--- config.mk ---
export PLATFORM = sky130hd
export DESIGN_NAME = lfsr_stream
export DESIGN_NICKNAME = d
export VERILOG_FILES = /design/src/rtl/lfsr_stream.sv
export SDC_FILE = /design/constraint.sdc
export NUM_CORES = 1
export LEC_CHECK = 0
export CORE_MARGIN = 2
export CORE_UTILIZATION = 40
export CTS_CLUSTER_DIAMETER = 80
export DETAILED_ROUTE_END_ITERATION = 8
export PLACE_DENSITY_LB_ADDON = 0.08
export SYNTH_ARGS = -nofsm -noshare
export SYNTH_HDL_FRONTEND = slang
export SYNTH_SLANG_ARGS = --single-unit
--- constraint.sdc ---
create_clock -name clk -period 2.5 [get_ports clk]
set_clock_uncertainty 0.1 [all_clocks]
set_input_delay 0.375 -clock clk [delete_from_list [all_inputs] [get_ports clk]]
set_output_delay 0.375 -clock clk [all_outputs]
set_load 0.005 [all_outputs]
--- src/rtl/lfsr_stream.sv ---
`default_nettype none
// ============================================================================
//  Module      : lfsr_stream
//  Description : Fibonacci LFSR pseudo-random word source with a valid/ready
//                output stream. STEPS single-bit shifts are unrolled
//                combinationally and applied on each accepted transfer.
//                Detects the return to the loaded seed and reports the
//                measured period in advances.
//  Revision    : 1.0  initial release
// ----------------------------------------------------------------------------
//  Parameters
//    WIDTH  register width (2..32)
//    TAPS   feedback mask; bit i set => state[i] feeds the XOR; MSB must be 1
//    STEPS  single-bit shifts per advance (1..WIDTH)
//    CNT_W  width of the period counter
//  Ports
//    clk         in   rising-edge clock
//    reset       in   synchronous, active-high
//    load_seed   in   load seed_data (all-ones substituted for zero)
//    seed_data   in   seed value
//    stop        in   return to IDLE, state retained
//    out_data    out  current LFSR state
//    out_valid   out  out_data is valid (RUN state)
//    out_ready   in   consumer accepts out_data
//    lfsr_done   out  one-cycle pulse: state returned to the seed
//    period_len  out  advances per period, latched at lfsr_done
//    seed_fixed  out  one-cycle pulse: an all-zero seed was replaced
// ============================================================================
module lfsr_stream #(
  parameter int               WIDTH = 4,
  parameter logic [WIDTH-1:0] TAPS  = 4'b1100,
  parameter int               STEPS = 1,
  parameter int               CNT_W = 32
) (
  input  logic             clk,
  input  logic             reset,
  input  logic             load_seed,
  input  logic [WIDTH-1:0] seed_data,
  input  logic             stop,
  output logic [WIDTH-1:0] out_data,
  output logic             out_valid,
  input  logic             out_ready,
  output logic             lfsr_done,
  output logic [CNT_W-1:0] period_len,
  output logic             seed_fixed
);

  // --------------------------------------------------------------------------
  // Elaboration-time parameter checks
  // --------------------------------------------------------------------------
  generate
    if (WIDTH < 2 || WIDTH > 32) begin : g_bad_width
      $error("lfsr_stream: WIDTH must be in 2..32");
    end
    if (TAPS[WIDTH-1] != 1'b1) begin : g_bad_taps
      $error("lfsr_stream: TAPS[WIDTH-1] must be set");
    end
    if (STEPS < 1 || STEPS > WIDTH) begin : g_bad_steps
      $error("lfsr_stream: STEPS must be in 1..WIDTH");
    end
  endgenerate

  localparam logic [WIDTH-1:0] ALL_ONES = '1;
  localparam logic [CNT_W-1:0] CNT_MAX  = '1;
  localparam logic [CNT_W-1:0] CNT_ONE  = {{(CNT_W-1){1'b0}}, 1'b1};

  localparam logic [0:0] ST_IDLE = 1'b0;
  localparam logic [0:0] ST_RUN  = 1'b1;

  logic [0:0]       fsm_state;
  logic [0:0]       fsm_next;
  logic [WIDTH-1:0] lfsr_state;
  logic [WIDTH-1:0] seed_reg;
  logic [CNT_W-1:0] step_count;
  logic [WIDTH-1:0] adv_state;
  logic [WIDTH-1:0] load_value;
  logic             seed_zero;
  logic             advance;
  logic             seed_match;
  logic             count_sat;

  // --------------------------------------------------------------------------
  // Unrolled shift chain: chain[i+1] is chain[i] shifted once
  // --------------------------------------------------------------------------
  logic [WIDTH-1:0] chain [0:STEPS];

  assign chain[0] = lfsr_state;

  generate
    for (genvar i = 0; i < STEPS; i++) begin : g_step
      assign chain[i+1] = {chain[i][WIDTH-2:0], ^(chain[i] & TAPS)};
    end
  endgenerate

  assign adv_state = chain[STEPS];

  // --------------------------------------------------------------------------
  // FSM: state register / next-state / outputs
  // --------------------------------------------------------------------------
  always_ff @(posedge clk) begin
    if (reset) begin
      fsm_state <= ST_IDLE;
    end else begin
      fsm_state <= fsm_next;
    end
  end

  // load_seed outranks stop, in either state.
  always_comb begin
    fsm_next = fsm_state;
    if (load_seed) begin
      fsm_next = ST_RUN;
    end else if (stop) begin
      fsm_next = ST_IDLE;
    end
  end

  always_comb begin
    out_valid = (fsm_state == ST_RUN);
  end

  // --------------------------------------------------------------------------
  // Datapath
  // --------------------------------------------------------------------------
  // An all-zero seed would lock the register, so substitute all-ones.
  assign seed_zero  = (seed_data == '0);
  assign load_value = seed_zero ? ALL_ONES : seed_data;

  // A handshake coinciding with load_seed or stop is discarded.
  assign advance    = out_valid && out_ready && !load_seed && !stop;
  assign seed_match = (adv_state == seed_reg);
  assign count_sat  = (step_count == CNT_MAX);

  always_ff @(posedge clk) begin
    if (reset) begin
      lfsr_state <= '0;
      seed_reg   <= '0;
      step_count <= '0;
      period_len <= '0;
      lfsr_done  <= 1'b0;
      seed_fixed <= 1'b0;
    end else begin
      lfsr_done  <= 1'b0;
      seed_fixed <= 1'b0;
      if (load_seed) begin
        lfsr_state <= load_value;
        seed_reg   <= load_value;
        step_count <= '0;
        seed_fixed <= seed_zero;
      end else if (advance) begin
        lfsr_state <= adv_state;
        if (seed_match) begin
          lfsr_done <= 1'b1;
          // A saturated count no longer measures the period; keep the old one.
          if (!count_sat) begin
            period_len <= step_count + CNT_ONE;
          end
          step_count <= '0;
        end else if (!count_sat) begin
          step_count <= step_count + CNT_ONE;
        end
      end
    end
  end

  assign out_data = lfsr_state;

endmodule
`default_nettype wire

==> results.cfg <==
[clock_network]
tritoncts_num_sinks = 75
post_cts_buffers = 0
cts_clock_pin_slew_for_the_worst_setup_and_hold_paths_ns = 0.08
longest_clk_path_bufs = 2
clock_tree.root_cell = sky130_fd_sc_hd__clkbuf_8
htreeDepth = 3
number_of_buffers_added_to_fix_hold_violations_after_cts = 0
tritoncts.num_buffers = 9
cts_repair_resize_count = 1
tritoncts = done
clock_latency_ns = 0.35

[worst_hold_path]
worstHoldPathType = reg -> reg

[finish]
number_of_fillers_in_the_final_layout = 836
final_common_cell = sky130_fd_sc_hd__dfxtp_1
post_route_cells_drive_above_1_share_pct = 16.3
final_cell_mix = 75 x sky130_fd_sc_hd__dfxtp_1, 61 x sky130_fd_sc_hd__nor2_1, 47 x sky130_fd_sc_hd__clkdlybuf4s50_1
syn_to_final_growth_pct = 29.2
fin_cells = 606
nets_final = 503
antennaDiodeCount = 0
final_core_util_pct = 53.3
finish.instance_area_um2 = 4640
largest_registers = period_len: 32 flops, step_count: 32 flops

[yosys]
synth_edf_count = 0
post_synth_num_cell_types = 47
syn-num-nets = 433
syn_area_per_cell_um2 = 8.50
synth_top_flop_cell = sky130_fd_sc_hd__dfxtp_1
postSynthCellCount = 423
synth_area_um2 = 3590
post_synthesis_sequential_area_ratio_pct = 41.8
synth-async-reset-ratio_pct = 0
yosys_warnings = 0
synth-seq-cells = 75

[sta]
hold-worst-slack_ns = 0.388
worst_pin_slew_ns = 0.567
slew_headroom_pct = 61.9
number_of_hold_violations_in_the_final_report = 0
post-route-min-period_ns = 2.43
final-setup-viol-count = 0
slew_violations = 0
max_clock_freq_ghz = 0.411
grt_setup_unrepaired = no
final_min_period_over_clock_period_pct = 97.3

[grt]
grt-ovfl-total = 0
antenna_found_initial = 0
grt_start_max_net_pins = 39
grt_pass1_wl_um = 14900
vias_in_the_first_global_route = 3089
all_layer_global_routing_usage_pct = 18.9

[route]
route.detailed.drc = 0
viasPerCell = 5.29
num_vias = 3205
first_pass_iters = 4
ant_nets = 0
initialDrtViolationCount = 128
routed_wl_um = 8800
post_drt_wl_per_cell_um = 14.5

[placed_design]
place.detailed.instances = 590
detailedPlacementHpwl_um = 6240
gp_congestion = 0.846
io_buffer_count = 47
dpl_cell_area_um2 = 4420

[die]
dieArea_um2 = 9760
floorplan.core_area_um2 = 8720
floorplan.die.width_um = 98.8
die_h_um = 98.8
io-pin-count = 48
starting_density_pct = 41.2
rows = 34

[setup_path]
timing.setup.critical_path_class = reg -> reg
setup.worst_path.end_class = flip-flop
timing.critical_path.required_ns = 2.64
worstSetupStartpointType = flip-flop
cp_max_fo = 4
critical_path_data_arrival_time_ns = 2.57

[pwr]
p_leak_uw = 0.00159
totalPowerFinal_uw = 2290
cellPowerDensity_nw_per_um2 = 492
irDropWorstVdd_mv = 0.277

[run_status]
outcome = completed

[flow_run]
cap_violations = 0
==> area by class of cell <==
cell class | count | area (µm²) | area share (%)
multi-input combinational | 313 | 1990 | 42.9
sequential | 75 | 1500 | 32.3
timing repair buffer | 87 | 796 | 17.1
tap | 108 | 135 | 2.91
clock buffer | 9 | 124 | 2.67
clock inverter | 7 | 68.8 | 1.48
inverter | 7 | 26.3 | 0.566
==> routing by layer <==
layer	vias to the layer above	global-route usage [%]	part of all wire, %
met3	8	3.90	4.2
met4	0	6.43	1.2
met2	58	29.8	45
li1	1653	-	-
met1	1486	25.8	50
met5	-	0	0
==> worst paths after layout <==
| path | end | slack, ns | from | depth (start not counted) |
|---|---|---|---|---|
| setup / recovery | step_count[30]$_SDFFE_PP0P_ | 0.07 | step_count[0]$_SDFFE_PP0P_ | 7 |
| hold / removal | seed_reg[1]$_SDFFE_PP0P_ | 0.39 | seed_reg[1]$_SDFFE_PP0P_ | 2 |
| setup reg to reg | step_count[30]$_SDFFE_PP0P_ | 0.07 | step_count[0]$_SDFFE_PP0P_ | 7 |
| hold reg to reg | seed_reg[1]$_SDFFE_PP0P_ | 0.39 | seed_reg[1]$_SDFFE_PP0P_ | 2 |
==> cell usage after synthesis, types with 4 or more instances <==
cell                       count  area, µm²
sky130_fd_sc_hd__dfxtp_1      75       1500
sky130_fd_sc_hd__nor2_1       61        229
sky130_fd_sc_hd__a211oi_1     29        218
sky130_fd_sc_hd__nand2_1      26       97.6
sky130_fd_sc_hd__xnor2_1      24        210
sky130_fd_sc_hd__clkbuf_1     22       82.6
sky130_fd_sc_hd__nand3_1      15       75.1
sky130_fd_sc_hd__o21ai_0      15       75.1
sky130_fd_sc_hd__a21oi_1      13       65.1
sky130_fd_sc_hd__nor3_1       12       60.1
sky130_fd_sc_hd__o21ai_1      10       50.1
sky130_fd_sc_hd__and3_1        9       56.3
sky130_fd_sc_hd__mux2i_1       8       80.1
sky130_fd_sc_hd__o21bai_1      8       60.1
sky130_fd_sc_hd__or3_1         8       50.1
sky130_fd_sc_hd__xor2_1        8       70.1
sky130_fd_sc_hd__inv_1         7       26.3
sky130_fd_sc_hd__and4_1        6       52.6
sky130_fd_sc_hd__buf_2         6       30.0
sky130_fd_sc_hd__nand4_1       6       37.5
sky130_fd_sc_hd__nor3_2        5       50.1
sky130_fd_sc_hd__a21o_1        4       30.0
sky130_fd_sc_hd__nor3b_1       4       30.0
sky130_fd_sc_hd__nor4_1        4       25.0
==> per-stage QoR <==
| step | TNS (ns) | worst slack (ns) |
|---|---|---|
| 2_1_floorplan | 0 | 0.00402 |
| 4_1_cts | 0 | 0.0103 |
| 6_report | 0 | 0.0676 |
| 3_3_place_gp | 0 | 0.0682 |
| 5_1_grt | 0 | 0.0147 |
| 3_5_place_dp | -0.0143 | -0.0143 |
==> critical path, stage by stage, from the launching register on <==
cell and delay, ns:
sky130_fd_sc_hd__dfxtp_1 0.38, sky130_fd_sc_hd__ha_4 0.17, sky130_fd_sc_hd__nand3_4 0.10, sky130_fd_sc_hd__or4_4 0.57, sky130_fd_sc_hd__or4_4 0.55, sky130_fd_sc_hd__o21ai_2 0.15, sky130_fd_sc_hd__nor2_1 0.05, sky130_fd_sc_hd__a221o_1 0.27
==> power by group <==
part	total (µW)	switching (µW)	internal, µW
clock network	933	475	457
logic	133	65.3	67.6
registers	1220	12.1	1210
total	2290	553	1730
==> logic make-up (layout without fill, tap and decap cells) <==
group           Yosys count  in the layout  synth area share (%)
mux                      11             11                  3.17
flops                    75             75                  41.8
fa+ha+maj                 1              1                 0.348
xor+xnor                 32             32                  7.80
compound gates           96             96                  17.9
buf+inv                  35            110                  3.87
simple gates            173            173                  25.1
Note: power is estimated with default switching activity, not from simulation.
